--- src/rtl/uart_pkg.sv ---
// -----------------------------------------------------------------------------
// uart_pkg
// Shared definitions for the UART transmitter and the future receiver.
//   - uart_state_e : frame FSM states (IDLE, START, DATA, PARITY, STOP)
//   - PAR_EVEN / PAR_ODD   : parity type encodings on i_par_typ
//   - START_BIT / STOP_BIT : line levels of the framing bits
// -----------------------------------------------------------------------------
package uart_pkg;

    typedef enum logic [2:0] {
        IDLE   = 3'd0,
        START  = 3'd1,
        DATA   = 3'd2,
        PARITY = 3'd3,
        STOP   = 3'd4
    } uart_state_e;

    localparam logic PAR_EVEN  = 1'b0;
    localparam logic PAR_ODD   = 1'b1;

    localparam logic START_BIT = 1'b0;
    localparam logic STOP_BIT  = 1'b1;

endpackage : uart_pkg

--- src/rtl/uart_parity_calc.sv ---
// -----------------------------------------------------------------------------
// uart_parity_calc
// Combinational parity generator, shared by the transmitter (generation) and
// the receiver (checking).
// Ports:
//   i_data     [DATA_WIDTH-1:0]  data word
//   i_par_typ  1                 PAR_EVEN or PAR_ODD
//   o_parity   1                 parity bit to place on the line
// -----------------------------------------------------------------------------
module uart_parity_calc
    import uart_pkg::*;
#(
    parameter int DATA_WIDTH = 8
) (
    input  logic [DATA_WIDTH-1:0] i_data,
    input  logic                  i_par_typ,
    output logic                  o_parity
);

    logic w_xor;

    assign w_xor = ^i_data;

    // Even parity makes the total count of ones even, so the bit equals the
    // XOR of the data; odd parity is its inverse.
    assign o_parity = (i_par_typ == PAR_ODD) ? ~w_xor : w_xor;

endmodule : uart_parity_calc

--- src/rtl/uart_tx.sv ---
// -----------------------------------------------------------------------------
// uart_tx
// UART transmitter clocked by the divided baud clock (one cycle = one bit).
// Serialises a parallel word as: start bit, data LSB first, optional parity,
// stop bit. Outputs are registered; o_tx idles high.
//
// Optional feature macro: UART_TX_TWO_STOP_EN
//   When defined, adds input i_stop2 (latched at acceptance). A latched 1
//   stretches STOP to two bit times. When undefined, one stop bit always.
//
// Ports:
//   i_clk         1           divided baud clock
//   i_rst         1           asynchronous, active-high reset
//   i_data        DATA_WIDTH  word to transmit
//   i_data_valid  1           word valid; accepted only while o_busy=0
//   i_par_en      1           1 = append parity bit
//   i_par_typ     1           0 = even, 1 = odd parity
//   i_stop2       1           (UART_TX_TWO_STOP_EN only) 1 = two stop bits
//   o_tx          1           serial line
//   o_busy        1           frame in progress
// -----------------------------------------------------------------------------
module uart_tx
    import uart_pkg::*;
#(
    parameter int DATA_WIDTH = 8
) (
    input  logic                  i_clk,
    input  logic                  i_rst,
    input  logic [DATA_WIDTH-1:0] i_data,
    input  logic                  i_data_valid,
    input  logic                  i_par_en,
    input  logic                  i_par_typ,
`ifdef UART_TX_TWO_STOP_EN
    input  logic                  i_stop2,
`endif
    output logic                  o_tx,
    output logic                  o_busy
);

    localparam int CW = (DATA_WIDTH > 1) ? $clog2(DATA_WIDTH) : 1;
    localparam logic [CW-1:0] CNT_LAST = CW'(DATA_WIDTH - 1);

    uart_state_e           r_state;
    logic [DATA_WIDTH-1:0] r_shift;
    logic [CW-1:0]         r_cnt;
    logic                  r_par_en;
    logic                  r_par_bit;
    logic                  r_tx;
    logic                  r_busy;
    logic                  w_parity;
    logic                  w_stop_extend;

    uart_parity_calc #(
        .DATA_WIDTH (DATA_WIDTH)
    ) u_parity (
        .i_data    (i_data),
        .i_par_typ (i_par_typ),
        .o_parity  (w_parity)
    );

`ifdef UART_TX_TWO_STOP_EN
    logic r_stop2;
    logic r_stop_second;

    // Stay in STOP one more cycle only on the first STOP cycle of a
    // two-stop-bit frame.
    assign w_stop_extend = r_stop2 & ~r_stop_second;

    always_ff @(posedge i_clk or posedge i_rst) begin
        if (i_rst) begin
            r_stop2       <= 1'b0;
            r_stop_second <= 1'b0;
        end else begin
            if (r_state == IDLE && i_data_valid) begin
                r_stop2 <= i_stop2;
            end
            if (r_state == STOP && w_stop_extend) begin
                r_stop_second <= 1'b1;
            end else if (r_state != STOP) begin
                r_stop_second <= 1'b0;
            end
        end
    end
`else
    assign w_stop_extend = 1'b0;
`endif

    // The registered output is loaded with the level of the state being
    // entered, so o_tx changes on the same edge as the state.
    always_ff @(posedge i_clk or posedge i_rst) begin
        if (i_rst) begin
            r_state   <= IDLE;
            r_shift   <= '0;
            r_cnt     <= '0;
            r_par_en  <= 1'b0;
            r_par_bit <= 1'b0;
            r_tx      <= STOP_BIT;
            r_busy    <= 1'b0;
        end else begin
            case (r_state)
                IDLE: begin
                    r_tx   <= STOP_BIT;
                    r_busy <= 1'b0;
                    if (i_data_valid) begin
                        r_shift   <= i_data;
                        r_par_en  <= i_par_en;
                        r_par_bit <= w_parity;
                        r_cnt     <= '0;
                        r_tx      <= START_BIT;
                        r_busy    <= 1'b1;
                        r_state   <= START;
                    end
                end

                START: begin
                    r_tx    <= r_shift[0];
                    r_shift <= r_shift >> 1;
                    r_cnt   <= '0;
                    r_state <= DATA;
                end

                DATA: begin
                    // r_tx currently holds data bit r_cnt.
                    if (r_cnt == CNT_LAST) begin
                        if (r_par_en) begin
                            r_tx    <= r_par_bit;
                            r_state <= PARITY;
                        end else begin
                            r_tx    <= STOP_BIT;
                            r_state <= STOP;
                        end
                    end else begin
                        r_tx    <= r_shift[0];
                        r_shift <= r_shift >> 1;
                        r_cnt   <= r_cnt + CW'(1);
                    end
                end

                PARITY: begin
                    r_tx    <= STOP_BIT;
                    r_state <= STOP;
                end

                STOP: begin
                    r_tx <= STOP_BIT;
                    if (w_stop_extend) begin
                        r_busy <= 1'b1;
                    end else begin
                        // Always pass through one IDLE cycle; valid is not
                        // looked at here so frames are separated by a gap.
                        r_busy  <= 1'b0;
                        r_state <= IDLE;
                    end
                end

                default: begin
                    r_tx    <= STOP_BIT;
                    r_busy  <= 1'b0;
                    r_state <= IDLE;
                end
            endcase
        end
    end

    assign o_tx   = r_tx;
    assign o_busy = r_busy;

endmodule : uart_tx

--- config.mk ---
export PLATFORM = sky130hd
export DESIGN_NAME = uart_tx
export DESIGN_NICKNAME = d
export VERILOG_FILES = /design/src/rtl/uart_pkg.sv /design/src/rtl/uart_parity_calc.sv /design/src/rtl/uart_tx.sv
export SDC_FILE = /design/constraint.sdc
export NUM_CORES = 1
export LEC_CHECK = 0
export ABC_CLOCK_PERIOD_IN_PS = 2200
export CORE_MARGIN = 4
export CORE_UTILIZATION = 50
export DETAILED_ROUTE_END_ITERATION = 10
export PLACE_DENSITY = 0.78
export SYNTH_ARGS = -nofsm -noshare
export SYNTH_HDL_FRONTEND = slang
export SYNTH_SLANG_ARGS = --single-unit
--- constraint.sdc ---
create_clock -name i_clk -period 2.2 [get_ports i_clk]
set_input_delay 0.55 -clock i_clk [delete_from_list [all_inputs] [get_ports i_clk]]
set_output_delay 0.55 -clock i_clk [all_outputs]
set_load 0.005 [all_outputs]
==> impl_results.md <==
- Status: completed
- Synth area leader: dfrtp_1
- Max stage delay cell, worst path: or3b_4
- First-pass GRT wire length: roughly 3200 um
- H-tree depth: 1
- Fin crit share: 89.4%
- Synth Cell Area: 988 sq um
- Final-report hold violation count: 0
- Worst skew pair latency: 0.30 ns
- # resized after CTS: 0
- Fin area: 1180 sq um
- Initial core utilization: 54.9%
- Dpl cell area: 1140 sq um
- Die H: 52.5 um
- Lkg Pwr: 0.000506 uW
- CTS clock-pin slew for the worst setup and hold paths: about 0.11 ns
- Share of the synthesized area in the top cell type: about 43%
- Final HPWL DP: 1350 um
- Dpl ws: between 0.02 and 0.025 ns
- Nets: around 130
- Syn-to-layout area delta: 19.4%
- Delay-heaviest family, CP: simple AND/OR/NAND/NOR gates
- WS Path Type: flip-flop to flip-flop
- Seq cells post-synth: 18
- Horiz. Die Dim: 52.5 um
- TritonCTS clock tree: yes
- Most used cell, CP: ha_1
- Critical path, cell by cell: ha_1 > ha_1 > or3b_4 > a21oi_4 > buf_4 > nor2_1 > a21oi_1
- Crit path required time: 2.42 ns
- Worst Skew: 0.00710 ns
- Setup bufs post-CTS: 0
- YS warnings: 0
- Commonest cells in the synthesized netlist: 17 x dfrtp_1, 11 x nor2_1, 8 x a21oi_1, 7 x mux2i_1
- Ports: 15
- Seq/Total Area, Yosys: 45.7%
- Ys flop type: dfrtp_1
- Core area: 1800 sq um
- Final-layout fill cell count: 173
- Setup TNS: 0 ns
- Most frequent cell after synthesis: dfrtp_1
- Vias after detailed routing: 701
- Syn_nets: around 110
- CTS Buf Count: 3
- Hold_buf cts: 0
- Relative slew slack: 55.0%
- Crit path buf inv count: 1
- # diodes: 0
- Crit path DAT: 2.19 ns
- Fin. max-slew vios: 0
- Clk buf depth: 2
- DR pass1 iterations: 4
- Max VDD drop: 0.000674 V
- Drt wl/cell: 13.3 um
- Final Critical Period: about 2 ns
- P per Cell Area: ~1300 nW/um^2
- PortBufs: 14
- Fraction of registers with async set/reset: 100%
- Largest net degree at the start of global routing: 19
- Slowest stage delay, CP: 0.41 ns
- CP Capture Type: flip-flop
- Antenna Nets Post-Route: 0
- WL final: 1790 um
- Synthesized area per cell: 10.5 sq um
- Unique masters post-synth: 32
- Overflow after GRT: 0
- DRC viols: 0
- RD Place Congestion: 0.787
- # clock sinks: 18
- Vias in the first global route: 722
- Max Clk Rate: 508 MHz
- EDFF count, synth: 0
- CP Launch Type: flip-flop
- Hold WC Path Type: flip-flop to flip-flop
- Main area contributors after synthesis: dfrtp_1 43%, mux2i_1 7.1%, xnor2_1 4.4%
- Number of antenna violations at the first check in global routing: 0
- Maxcap violations: 0
- Max Fanout on Critical Path: 13
- Worst-margin pin slew: around 0.67 ns
- Final setup fails: 0
- All-layer global routing usage: 15.9%
- RSZ-0062 raised after global routing: false
- Die area: 2750 sq um
- Final worst slack: 0.233 ns
- Layout cells sized above 1: 13.6%
- Via-to-Cell Ratio: approximately 5.2
- Clk root buf: clkbuf_4
- FP Rows: 15
- DR iter-0 viols: 18
- Post-Syn Instances: between 90 and 100
[worst paths after layout]
kind | from | to | slack, ns | cells after the start
hold reg to reg | r_par_bit | r_par_bit | 0.54 | 1
max in group asynchronous | i_rst | r_cnt[2] | 1.13 | 2
min in group asynchronous | i_rst | r_shift[5] | 0.64 | 2
setup / recovery | r_cnt[0] | r_shift[1] | 0.23 | 7
setup reg to reg | r_cnt[0] | r_shift[1] | 0.23 | 7
hold / removal | r_par_bit | r_par_bit | 0.54 | 1
[where the power goes]
| part | internal [uW] | switching, uW | leakage [uW] |
|---|---|---|---|
| Sequential | 490 | 127 | 0.000216 |
| Combinational | 365 | 351 | 0.000269 |
| Clock | 101 | 106 | 0.0000210 |
[routing by layer]
layer / routed length (um) / GRT usage, %
met5: 0 / 0
met4: 33 / 8.94
met3: 83 / 2.56
met2: 873 / 26.2
met1: 800 / 19.5
[flip-flops by register name, summed over array words and instances, names as in the netlist]
signal,count
o_busy,1
o_tx,1
r_cnt,3
r_par_bit,1
r_par_en,1
r_shift,8
r_state,3
[cell families (layout without fill, tap and decap cells)]
logic type | Yosys count | after routing | share of synthesized area [%]
compound gates | 21 | 21 | 15.4
simple gates | 28 | 28 | 15.1
flops | 18 | 18 | 45.7
mux | 8 | 8 | 8.23
buf+inv | 10 | 26 | 5.44
xor+xnor | 7 | 7 | 7.59
fa+ha+maj | 2 | 2 | 2.53
[metrics by stage]
stage	std cells	total power, uW	hold WS, ns	util [%]
after floorplan	94	1180	0.481	-
after global placement	131	1310	0.507	63.5
after detailed placement	131	1350	0.512	63.5
after CTS	135	1570	0.547	65.5
after global routing	135	1670	0.558	65.5
final	135	1540	0.540	65.5
[placed cells by master, fill, tap and decap left out, types with 2 or more instances in the layout]
cell type        instances
o21ai_2                  3
mux2i_1                  7
nand2b_1                 2
clkbuf_4                 3
o21ai_0                  3
inv_1                    6
ha_1                     2
xnor2_1                  5
nand3b_1                 2
buf_4                    2
dfrtp_1                 17
nand2_1                  6
a21oi_4                  2
a21oi_1                  8
nor2_1                  11
clkdlybuf4s50_1         14
[cell type report]
class                   count  area [sq um]  area share, %
multi-input cells          66           483           40.9
inverters                   6          22.5           1.91
well taps                  25          31.3           2.65
repair buffers             16           155           13.1
clock buffers               4          36.3           3.08
flip-flops and latches     18           452           38.3
No activity file was read; power rests on OpenSTA's default activity.
